[src/rtl/sram_fifo_ctrl.sv]
// sram_fifo_ctrl: sequencer that runs one unit_SRAM_dp macro as a synchronous
// 32-bit FIFO. Port A of the macro is the dedicated write port, port B is the
// dedicated read port. Read data is re-timed into a pop_valid-qualified stream.
// Optional build macro: SRAM_FIFO_ALMOST_EN adds registered almost_full /
// almost_empty outputs driven from AF_THRESH / AE_THRESH.
module sram_fifo_ctrl #(
   parameter int unsigned DEPTH_LOG2 = 9,
   parameter int unsigned ADDR_SHIFT = 5,
   parameter logic [2:0]  CONF       = 3'b000,
   parameter bit          OUT_REG    = 1'b0,
   parameter int unsigned RD_LAT     = 2,
   parameter int unsigned AF_THRESH  = 480,
   parameter int unsigned AE_THRESH  = 32
) (
   input  logic                  clk,
   input  logic                  rst,
   input  logic                  clr,
   input  logic                  push,
   input  logic [31:0]           push_data,
   input  logic                  pop,
   output logic [31:0]           pop_data,
   output logic                  pop_valid,
   output logic                  full,
   output logic                  empty,
   output logic [DEPTH_LOG2:0]   count,
   output logic                  overflow,
   output logic                  underflow,
   output logic                  sram_csb,
   output logic                  sram_web,
   output logic                  sram_reb,
   output logic [13:0]           sram_addr_w,
   output logic [13:0]           sram_addr_r,
   output logic [2:0]            sram_conf,
   output logic                  sram_out_reg,
   output logic [31:0]           sram_d_in,
   input  logic [31:0]           sram_d_out
`ifdef SRAM_FIFO_ALMOST_EN
   ,
   output logic                  almost_full,
   output logic                  almost_empty
`endif
);

   localparam int unsigned          AW      = 14;
   localparam int unsigned          DEPTH   = 1 << DEPTH_LOG2;
   // Read data arrives RD_LAT cycles after accept, one more if the macro's
   // output register is enabled.
   localparam int unsigned          LAT     = RD_LAT + (OUT_REG ? 1 : 0);
   localparam logic [DEPTH_LOG2:0]  CNT_MAX = (DEPTH_LOG2 + 1)'(DEPTH);

   logic [DEPTH_LOG2-1:0] wptr_q, wptr_d;
   logic [DEPTH_LOG2-1:0] rptr_q, rptr_d;
   logic [DEPTH_LOG2:0]   count_q, count_d;
   logic                  ovf_q, ovf_d;
   logic                  unf_q, unf_d;
   logic                  csb_q, csb_d;
   logic                  web_q, web_d;
   logic                  reb_q, reb_d;
   logic [AW-1:0]         addr_w_q, addr_w_d;
   logic [AW-1:0]         addr_r_q, addr_r_d;
   logic [31:0]           d_in_q, d_in_d;
   logic [LAT-1:0]        vld_q, vld_d;

   logic                  full_w;
   logic                  empty_w;
   logic                  push_acc;
   logic                  pop_acc;

   // Acceptance: status comes from the registered count, so a push into an
   // empty FIFO is never matched by a same-cycle pop, and a pop from a full
   // FIFO frees no room for a same-cycle push.
   always_comb begin
      full_w   = (count_q == CNT_MAX);
      empty_w  = (count_q == '0);
      push_acc = push & ~full_w;
      pop_acc  = pop & ~empty_w;
   end

   // Next state for pointers, occupancy, sticky flags and the SRAM command
   // registers; clr forces everything back to the idle/reset picture.
   always_comb begin
      wptr_d   = wptr_q;
      rptr_d   = rptr_q;
      count_d  = count_q;
      ovf_d    = ovf_q;
      unf_d    = unf_q;
      csb_d    = 1'b1;
      web_d    = 1'b1;
      reb_d    = 1'b1;
      addr_w_d = addr_w_q;
      addr_r_d = addr_r_q;
      d_in_d   = d_in_q;
      if (clr) begin
         wptr_d   = '0;
         rptr_d   = '0;
         count_d  = '0;
         ovf_d    = 1'b0;
         unf_d    = 1'b0;
         addr_w_d = '0;
         addr_r_d = '0;
         d_in_d   = '0;
      end else begin
         if (push_acc) begin
            wptr_d   = wptr_q + DEPTH_LOG2'(1);
            addr_w_d = AW'(wptr_q) << ADDR_SHIFT;
            d_in_d   = push_data;
         end
         if (pop_acc) begin
            rptr_d   = rptr_q + DEPTH_LOG2'(1);
            addr_r_d = AW'(rptr_q) << ADDR_SHIFT;
         end
         count_d = count_q + (DEPTH_LOG2 + 1)'(push_acc) - (DEPTH_LOG2 + 1)'(pop_acc);
         ovf_d   = ovf_q | (push & full_w);
         unf_d   = unf_q | (pop & empty_w);
         csb_d   = ~(push_acc | pop_acc);
         web_d   = ~push_acc;
         reb_d   = ~pop_acc;
      end
   end

   // Valid-token shift register: stage 0 is loaded by an accepted pop, the
   // last stage lines up with read data on sram_d_out. clr drops all tokens.
   generate
      for (genvar gi = 0; gi < LAT; gi++) begin : g_vld
         if (gi == 0) begin : g_head
            assign vld_d[gi] = pop_acc & ~clr;
         end else begin : g_tail
            assign vld_d[gi] = vld_q[gi-1] & ~clr;
         end
      end
   endgenerate

   // State registers, all SRAM-side outputs included.
   always_ff @(posedge clk or posedge rst) begin
      if (rst) begin
         wptr_q   <= '0;
         rptr_q   <= '0;
         count_q  <= '0;
         ovf_q    <= 1'b0;
         unf_q    <= 1'b0;
         csb_q    <= 1'b1;
         web_q    <= 1'b1;
         reb_q    <= 1'b1;
         addr_w_q <= '0;
         addr_r_q <= '0;
         d_in_q   <= '0;
         vld_q    <= '0;
      end else begin
         wptr_q   <= wptr_d;
         rptr_q   <= rptr_d;
         count_q  <= count_d;
         ovf_q    <= ovf_d;
         unf_q    <= unf_d;
         csb_q    <= csb_d;
         web_q    <= web_d;
         reb_q    <= reb_d;
         addr_w_q <= addr_w_d;
         addr_r_q <= addr_r_d;
         d_in_q   <= d_in_d;
         vld_q    <= vld_d;
      end
   end

`ifdef SRAM_FIFO_ALMOST_EN
   logic af_q;
   logic ae_q;

   // Threshold flags are computed from next-state count so they change in
   // the same cycle as count itself.
   always_ff @(posedge clk or posedge rst) begin
      if (rst) begin
         af_q <= 1'b0;
         ae_q <= 1'b1;
      end else begin
         af_q <= (32'(count_d) >= AF_THRESH);
         ae_q <= (32'(count_d) <= AE_THRESH);
      end
   end

   assign almost_full  = af_q;
   assign almost_empty = ae_q;
`endif

   assign full         = full_w;
   assign empty        = empty_w;
   assign count        = count_q;
   assign overflow     = ovf_q;
   assign underflow    = unf_q;
   assign pop_valid    = vld_q[LAT-1];
   assign pop_data     = pop_valid ? sram_d_out : '0;
   assign sram_csb     = csb_q;
   assign sram_web     = web_q;
   assign sram_reb     = reb_q;
   assign sram_addr_w  = addr_w_q;
   assign sram_addr_r  = addr_r_q;
   assign sram_conf    = CONF;
   assign sram_out_reg = OUT_REG;
   assign sram_d_in    = d_in_q;

endmodule

[config.mk]
export PLATFORM = sky130hd
export DESIGN_NAME = sram_fifo_ctrl
export DESIGN_NICKNAME = d
export VERILOG_FILES = /design/src/rtl/sram_fifo_ctrl.sv
export SDC_FILE = /design/constraint.sdc
export NUM_CORES = 1
export LEC_CHECK = 0
export CAP_MARGIN = 10
export CORE_MARGIN = 2
export CORE_UTILIZATION = 40
export CTS_BUF_LIST = sky130_fd_sc_hd__clkbuf_4
export DETAILED_ROUTE_END_ITERATION = 7
export GPL_TIMING_DRIVEN = 0
export PLACE_DENSITY = 0.76
export SETUP_SLACK_MARGIN = 0.4
export SLEW_MARGIN = 10
export SYNTH_ARGS = -nofsm -noshare
export SYNTH_HDL_FRONTEND = slang
export SYNTH_SLANG_ARGS = --single-unit
export TNS_END_PERCENT = 20
[constraint.sdc]
create_clock -name clk -period 2.9 [get_ports clk]
set_clock_uncertainty 0.15 [all_clocks]
set_input_delay 0.58 -clock clk [delete_from_list [all_inputs] [get_ports clk]]
set_output_delay 0.58 -clock clk [all_outputs]
set_load 0.02 [all_outputs]
# Word-level counts from Yosys, hierarchy flattened
# Cells that the tools add are included.
[word_totals] regBits=95 in_bits=69 out_inout_bits=114
[op_classes] add_sub_neg=4 eq_ne=1 muxes=17 bitwise=15 reduce_logical=3
[op_table] op="two-way mux 32 bit" count=3
[op_table] op="two-way mux 14 bit" count=4
[op_table] op="two-way mux 9 bit" count=4
[op_table] op="adder 9 x 1 -> 9 bit, second input constant" count=2
[op_table] op="adder 10 x 1 -> 10 bit" count=1
[op_table] op="equality test 10 bit, second input constant" count=1
[op_table] op="logical NOT 10 bit" count=1
[op_table] op="two-way mux 10 bit" count=1
[op_table] op="subtractor 10 x 1 -> 10 bit" count=1
[op_table] op="AND 1 bit" count=6
[op_table] op="inverter 1 bit" count=6
[op_table] op="two-way mux 1 bit" count=5
[op_table] op="nonzero test 2 bit" count=2
[op_table] op="OR 1 bit" count=3

# Depth between registers and ports, before layout
# Gate-level depths: netlist (run 1).
[depth] word_depth=6 depth_mapped=15 depth_no_buf=14

# Worst setup path after synthesis (run 1)
# OpenSTA, ideal clock, no wires.
[synth_timing] kind="reg2reg" startpoint="register count_q[4], in the netlist count[4]" endpoint="register count_q[8], in the netlist count[8]" setup_time_ps=132 arrival_ps=3078 setup_slack_ps=-460 path_stages_with_launch=16 period_less_slack_ps=3360 path_cell_list="dfrtp_1 -> inv_1 -> ha_1 -> nand4bb_4 -> o31a_1 -> buf_4 -> clkbuf_1 -> ha_1 -> inv_1 -> ha_1 -> fa_1 -> a21oi_1 -> nor4_1 -> o31ai_1 -> xor2_1 -> nor2_1"
[synth_via] elab_chain_len=6
[synth_rtl] item="start: declaration" line_no="53" rtl="logic [DEPTH_LOG2:0] count_q, count_d;"
[synth_rtl] item="start signal: assignment" line_no="151" rtl="count_q <= count_d;"
[synth_rtl] item="equality test 10 bit" line_no="73" rtl="full_w = (count_q == CNT_MAX);"
[synth_rtl] item="inverter 1 bit" line_no="75" rtl="push_acc = push & ~full_w;"
[synth_rtl] item="AND 1 bit" line_no="75"
[synth_rtl] item="adder 10 x 1 -> 10 bit" line_no="112" rtl="count_d = count_q + (DEPTH_LOG2 + 1)'(push_acc) - (DEPTH_LOG2 + 1)'(pop_acc);"
[synth_rtl] item="subtractor 10 x 1 -> 10 bit (*)" line_no="112"
[synth_rtl] item="two-way mux 10 bit (*)" line_no="93" rtl="if (clr) begin"
[synth_rtl] item="named net count_d[8]" line_no="53"
# Mark *: on every way through the listed nets, which the timed path passes. The rest lies on a longest branch.
# A chain may end at the register's enable or synchronous reset.

# Worst setup path after layout (run 1)
[layout_timing] startpoint="register count_q[5], in the netlist count[5]" endpoint="register count_q[9], in the netlist count[9]"
# The elaborated chain is that of the path after synthesis.

==> qor.yml, run 1 <==
synthesis:
  synthCells: 462
  synth_edf_count: 0
  ys_warn_count: 0
  synth.top_cell.area_share_pct: 48.4
  syn_avg_cell_area_sq_um: 9.18
  synth_flop_cell: "dfrtp_1"
  synth_area_sq_um: 4240
  yosysSeqAreaShare_pct: 50.2
  synth.distinct_cells: 42
  ys_top_cells_by_area: "dfrtp_1 48%, nand2_1 9.8%, a21oi_1 6.8%"
  synth_top_area_cell: "dfrtp_1"
  ys_seq_elements: 85
  ys_async_sr_fraction_pct: 100
clocking:
  cts_buffers: 9
  path_clk_slew_ns: 0.15
  clock_latency_ns: 0.45
  cts_hold_buf: 0
  cts_tree: "built"
  clock_sinks: 85
  cts_root_buffer: "clkbuf_4"
  clk_path_buf_depth: 2
  htree_levels: 3
critical_path:
  crit_arrival_ns: 3.28
  startpoint: "count[5]"
  end_kind: "flop"
  start_kind: "flop"
  cp.required_ns: 3.11
  crit_fanout: 3
  crit_type: "flop to flop"
  r2r-start: "count[5]"
  reg2reg_setup_slack_ns: -0.17
layout:
  diodes: 0
  n_fill_cell: 859
  nNetsFinal: 766
  layout-drive-gt1-share_pct: 16.1
  syn_to_final_growth_pct: 58.0
  instances_no_fill: 819
  final_util_pct: 64.9
placed_design:
  place_hpwl_microns: 8490
  io_buffers: 168
  dp.cells: 781
  gp_routability_congestion: 0.865
timing:
  worst_pin_slew_ns: 0.640
  rsz0062_at_grt: "true"
  slew_headroom_pct: 57.4
  hold_violations: 0
  setup_ws_ns: -0.168
  fin_crit_sh_pct: 106
  finalSetupViolations: 6
  max_freq_mhz: 326
  slew_violations: 0
  min_period_ns: 3.07
global_routing:
  grt_first_pass_wirelength_microns: 18400
  grt_pass1_vias: 3877
  grt-ovfl-total: 0
  grt_max_degree: 41
  antenna_found_initial: 0
  track_usage_pct: 20.2
floorplan:
  start_util_pct: 41.1
  pin_count: 183
  die_x_microns: 107
  rows: 37
  core_area_sq_um: 10300
  die_area_sq_um: 11400
  die_y_microns: 107
min_path:
  min_path_type: "flop to flop"
  hp-start: "vld_q[0]"
routing:
  routed_wl_microns: 11400
  num_vias: 3886
  antenna_left: 0
  firstDrtPassIters: 5
  vias_per_cell: 4.74
  wl_per_cell_microns: 13.9
  drtIter0Drc: 139
  drc: 0
power:
  p_leak_nw: 3.10
  power.density_nw_per_um2: 658
  ir_worst_vdd_v: 0.000657
outcome:
  status: "finished with violations"
  violations: "negative setup slack"
flow_run:
  maxCapViolCount: 0
power breakdown:
group / leakage (nW) / internal (mW) / total (mW) / switching [mW]
Combinational: 1.87 / 1.07 / 2.14 / 1.07
Sequential: 1.14 / 1.31 / 1.39 / 0.0842
Clock: 0.0928 / 0.440 / 0.873 / 0.433
placed cells by master, fill, tap and decap left out, types with 4 or more instances in the layout:
cell type        synthesis  final
conb_1                   1     14
clkbuf_1                12      8
xnor2_1                  8      7
clkdlybuf4s50_1          0    134
inv_2                    2      7
clkbuf_4                 0      9
inv_1                   19     11
nand2_1                111    111
ha_4                     0      5
a21oi_1                 58     56
nor2_1                  29     29
buf_4                   17     39
and2_1                  32     32
dfrtp_1                 82     78
buf_2                    7      7
nand4_1                  6      6
dfrtp_2                  0      4
nor2b_1                  5      4
xor2_1                  15     15
ha_1                    18     13
dlygate4sd2_1            0     31
worst paths after layout:
kind	to	depth (start not counted)
min	vld_q[1]	1
max in group asynchronous	sram_reb	3
min reg2reg	vld_q[1]	1
min in group asynchronous	count[9]	2
max	count[9]	14
max reg2reg	count[9]	14
logic make-up (layout without fill, tap and decap cells):
kind of cell / count (synthesis) / in the layout / share of synthesized area [%]
xor+xnor: 23 / 23 / 4.75
other cells: 1 / 14 / 0.0884
compound gates: 68 / 68 / 9.17
flops: 85 / 85 / 50.2
simple gates: 206 / 206 / 22.8
buf+inv: 59 / 267 / 6.93
mux: 1 / 1 / 0.265
fa+ha+maj: 19 / 19 / 5.78
per-layer routing:
layer	part of all wire (%)	track usage, %	vias up	wire length [microns]
met5	0	0	-	0
met4	1.2	5.29	0	133
met3	7.9	6.08	11	898
met2	51	36.8	149	5870
met1	39	23.1	1833	4500
li1	-	-	1893	-
synthesized netlist by cell type, types with 2 or more instances:
cell and count:
nand2_1 111, dfrtp_1 82, a21oi_1 58, and2_1 32, nor2_1 29, inv_1 19
ha_1 18, buf_4 17, xor2_1 15, clkbuf_1 12, xnor2_1 8, buf_2 7
nand4_1 6, nor3_1 6, nor2b_1 5, and3_1 3, dfstp_2 3, a211oi_2 2
buf_1 2, inv_2 2, nand2b_1 2, nand3_1 2, or3_1 2
through the flow:
step	TNS (ns)	hold slack (ns)	power, mW	setup slack (ns)	instance area (sq um)
floorplan	-0.476	0.289	2.60	-0.203	4380
global placement	-2.40	0.301	3.11	-0.526	6230
detailed placement	-2.43	0.302	3.15	-0.552	6280
CTS	-0.670	0.332	4.26	-0.245	6620
global route	-1.37	0.388	4.71	-0.288	6700
finish	-0.482	0.329	4.41	-0.168	6700
timing repair:
action                                  in CTS  in global routing
endpoints found under the setup margin      42                 12
gates resized for setup                     56                 11
pin swaps                                   14                  9
gates cloned                                 0                  0
buffers inserted                            18                  4
critical path, cell delays in order, from the launching register on:
cell       delay [ns]
dfrtp_2          0.44
inv_2            0.08
ha_4             0.14
nand4bb_4        0.13
o31a_1           0.27
buf_6            0.12
clkbuf_16        0.13
ha_4             0.25
inv_2            0.03
ha_4             0.15
a21o_1           0.19
a221oi_4         0.26
nor4b_2          0.09
a211oi_2         0.21
mux2_4           0.33
cell type report:
class                      count  area [sq um]  area share, %
multi-input combinational    331          2010           30.0
sequential                    85          2140           31.9
timing repair buffer         192          1850           27.7
clock buffer                   9          67.6           1.01
inverter                      21          90.1           1.34
tap                          136           170           2.54
buffer                        38           251           3.75
clock inverter                 7           123           1.83
sequential cells by signal, indices dropped and copies added (netlist names):
| name | flops |
|---|---|
| rptr_q | 9 |
| sram_csb | 1 |
| vld_q | 2 |
| sram_addr_w | 9 |
| wptr_q | 9 |
| underflow | 1 |
| sram_reb | 1 |
| sram_d_in | 32 |
| sram_addr_r | 9 |
| sram_web | 1 |
| overflow | 1 |
| count | 10 |
No activity file was read; power rests on OpenSTA's default activity.
==> run 2, diff against run 1 <==
--- a/config.mk
+++ b/config.mk
@@ -5,13 +5,14 @@
 export SDC_FILE = /design/constraint.sdc
 export NUM_CORES = 1
 export LEC_CHECK = 0
+export ABC_AREA = 1
 export CAP_MARGIN = 10
 export CORE_MARGIN = 2
 export CORE_UTILIZATION = 40
 export CTS_BUF_LIST = sky130_fd_sc_hd__clkbuf_4
 export DETAILED_ROUTE_END_ITERATION = 7
 export GPL_TIMING_DRIVEN = 0
-export PLACE_DENSITY = 0.76
+export PLACE_DENSITY = 0.9
 export SETUP_SLACK_MARGIN = 0.4
 export SLEW_MARGIN = 10
 export SYNTH_ARGS = -nofsm -noshare
==> run 2 against run 1 <==
The flow now finishes without violations; die area up 4.8%; non-clock buffer count up 5; worst setup slack better by 0.34 ns; global-route usage down 0.14 points; critical path type unchanged; largest cell class is now buffers; largest power group unchanged; highest routed layer unchanged.
==> qor.yml, run 2 <==
critical_path:
  crit_type: "flop to flop"
  r2r-start: "count[5]"
  cp.required_ns: 3.12
  end_kind: "flop"
  start_kind: "flop"
  crit_fanout: 4
  crit_arrival_ns: 2.95
  r2r_end: "count[6]"
  reg2reg_setup_slack_ns: 0.17
  r2r_cells: 18
synthesis:
  synth_edf_count: 0
  yosys-top-cells-count: "221 x nand2_1, 94 x inv_1, 82 x dfrtp_1"
  ys_async_sr_fraction_pct: 100
  synth_top_area_cell: "dfrtp_1"
  synthCells: 576
  synth.distinct_cells: 31
  ys_seq_elements: 85
  synth.top_cell.area_share_pct: 46.1
  yosysSeqAreaShare_pct: 47.8
  ys_top_cells_by_area: "dfrtp_1 46%, nand2_1 19%, inv_1 7.9%"
  ys_warn_count: 0
  synth_area_sq_um: 4450
  syn_avg_cell_area_sq_um: 7.73
  yosysMostFrequentCell: "nand2_1"
  synth_flop_cell: "dfrtp_1"
power:
  p_clk_share_pct: 14.6
  seqPwrFrac_pct: 33.1
  p_leak_nw: 3.70
  ir_worst_vdd_v: 0.000482
  switching_power_mw: 1.70
  internal_power_mw: 2.50
  p_total_mw: 4.20
  swShare_pct: 40.4
  power_frac_comb_pct: 52.3
  power.density_nw_per_um2: 608
layout:
  layout_common_cells: "220 x nand2_1, 159 x clkdlybuf4s50_1, 86 x inv_1, 81 x dfrtp_1, 41 x buf_4"
  final_common_cell: "nand2_1"
  largest_reg_flops: 32
  diodes: 0
  layout-drive-gt1-share_pct: 14.3
  nNetsFinal: 893
  stdcell_area_sq_um: 6900
  syn_to_final_growth_pct: 54.9
clocking:
  cts_buffers: 9
  cts_root_buffer: "clkbuf_4"
  path_clk_slew_ns: 0.17
  cts_tree: "built"
  cts_hold_buf: 0
  clock_sinks: 85
  htree_levels: 3
  clock_latency_ns: 0.45
  clk_path_buf_depth: 2
global_routing:
  antenna_found_initial: 0
  grt-ovfl-total: 0
  grt_first_pass_wirelength_microns: 19000
  grt_max_degree: 38
  grt_pass1_vias: 4214
  track_usage_pct: 20.1
outcome:
  status: "complete, no violations"
floorplan:
  rows: 38
  die_y_microns: 110
  die_x_microns: 110
  start_util_pct: 41.1
  core_area_sq_um: 10800
  pin_count: 183
  die_area_sq_um: 12000
timing:
  fin_crit_sh_pct: 94.1
  slew_headroom_pct: 60.1
  hold_violations: 0
  max_freq_mhz: 366
  rsz0062_at_grt: "true"
  min_period_ns: 2.73
  setup_tns_ns: 0
  finalSetupViolations: 0
  slew_violations: 0
  worst_pin_slew_ns: 0.599
routing:
  vias_per_cell: 4.65
  routed_wl_microns: 12200
  drtIter0Drc: 178
  num_vias: 4421
  firstDrtPassIters: 4
  drc: 0
  antenna_left: 0
  wl_per_cell_microns: 12.8
placed_design:
  io_buffers: 168
  place_hpwl_microns: 8680
  placed_area_sq_um: 6400
  gp_routability_congestion: 0.854
flow_run:
  maxCapViolCount: 0
min_path:
  min_path_type: "input port to async pin"
-- run 2: cell count changes in the layout (fill, tap and decap cells not counted), sizes merged, moves of 25 or more --
cell / previous run / this run
o21ai: 2 / 32
and2: 32 / 0
a21oi: 58 / 13
clkdlybuf4s50: 134 / 159
inv: 21 / 100
nand2: 111 / 225
dlygate4sd2: 31 / 3
-- run 2: layer usage --
metal	global-route usage [%]	vias to the layer above	wire [microns]
met5	0	-	0
met4	8.05	0	371
met3	5.39	34	1210
met2	35.6	198	5980
met1	22.9	2009	4640
li1	-	2180	-
-- run 2: timing repair --
| action | in CTS | in global routing |
|---|---|---|
| pin swaps | 13 | 8 |
| hold endpoints to repair | 0 | 0 |
| setup buffers | 29 | 6 |
| setup endpoints to repair | 41 | 40 |
| gates resized for setup | 38 | 13 |
-- run 2: stage by stage --
stage | setup WS, ns | utilization [%] | cells | hold WS, ns
after floorplan | 0.119 | - | 589 | 0.284
after global placement | -0.183 | 58.7 | 897 | 0.303
after detailed placement | -0.227 | 59.1 | 899 | 0.308
after CTS | 0.212 | 62.9 | 944 | 0.307
after global routing | 0.0704 | 63.6 | 950 | 0.341
final | 0.170 | 63.6 | 950 | 0.317
-- run 2: final cells by class --
class                      count  area, sq um
timing repair buffer         205         2010
clock inverter                 7         50.0
buffer                        30          214
sequential                    85         2130
multi-input combinational    375         1870
fill                         906         3940
tap                          140          175
inverter                      99          378
clock buffer                   9         67.6
-- run 2: critical path, cell delays in order (launching register included) --
cell,delay (ns)
dfrtp_1,0.44
inv_2,0.08
ha_4,0.12
nand2_2,0.05
inv_2,0.06
nand4_1,0.17
nand2_2,0.13
inv_2,0.06
ha_4,0.26
inv_2,0.04
ha_4,0.16
fa_2,0.37
nand3_2,0.08
o211ai_1,0.14
nand2_1,0.12
nand2_1,0.06
nand2_1,0.05
inv_1,0.03
nor2_1,0.07
-- run 2: logic make-up (layout without fill, tap and decap cells) --
kind of cell,after synthesis,in the layout,synth area share (%)
AND/OR/NAND/NOR,287,287,26.7
flip-flops,85,85,47.8
adder cells (fa/ha/maj),19,19,5.51
AO/OA/AOI/OAI,49,49,5.73
buffers and inverters,129,350,13.0
other,1,14,0.0842
XOR/XNOR,6,6,1.18
-- run 2: worst max-delay path by stage --
stage | startpoint | endpoint | slack (ns) | cells after the start
2_1_floorplan | count[4] | count[6] | 0.12 | 18
3_3_place_gp | push | count[8] | -0.18 | 12
3_5_place_dp | pop | count[8] | -0.23 | 13
4_1_cts | count[7] | count[6] | 0.21 | 18
5_1_grt | count[4] | count[6] | 0.07 | 18
6_report | count[5] | count[6] | 0.17 | 18
-- run 2: power by group through the flow --
stage | logic, mW | registers (mW) | clock network (mW)
after floorplan | 0.988 | 1.54 | 0
after global placement | 1.64 | 1.41 | 0
after detailed placement | 1.71 | 1.42 | 0
after CTS | 2.03 | 1.39 | 0.644
after global routing | 2.40 | 1.40 | 0.691
final | 2.19 | 1.39 | 0.614
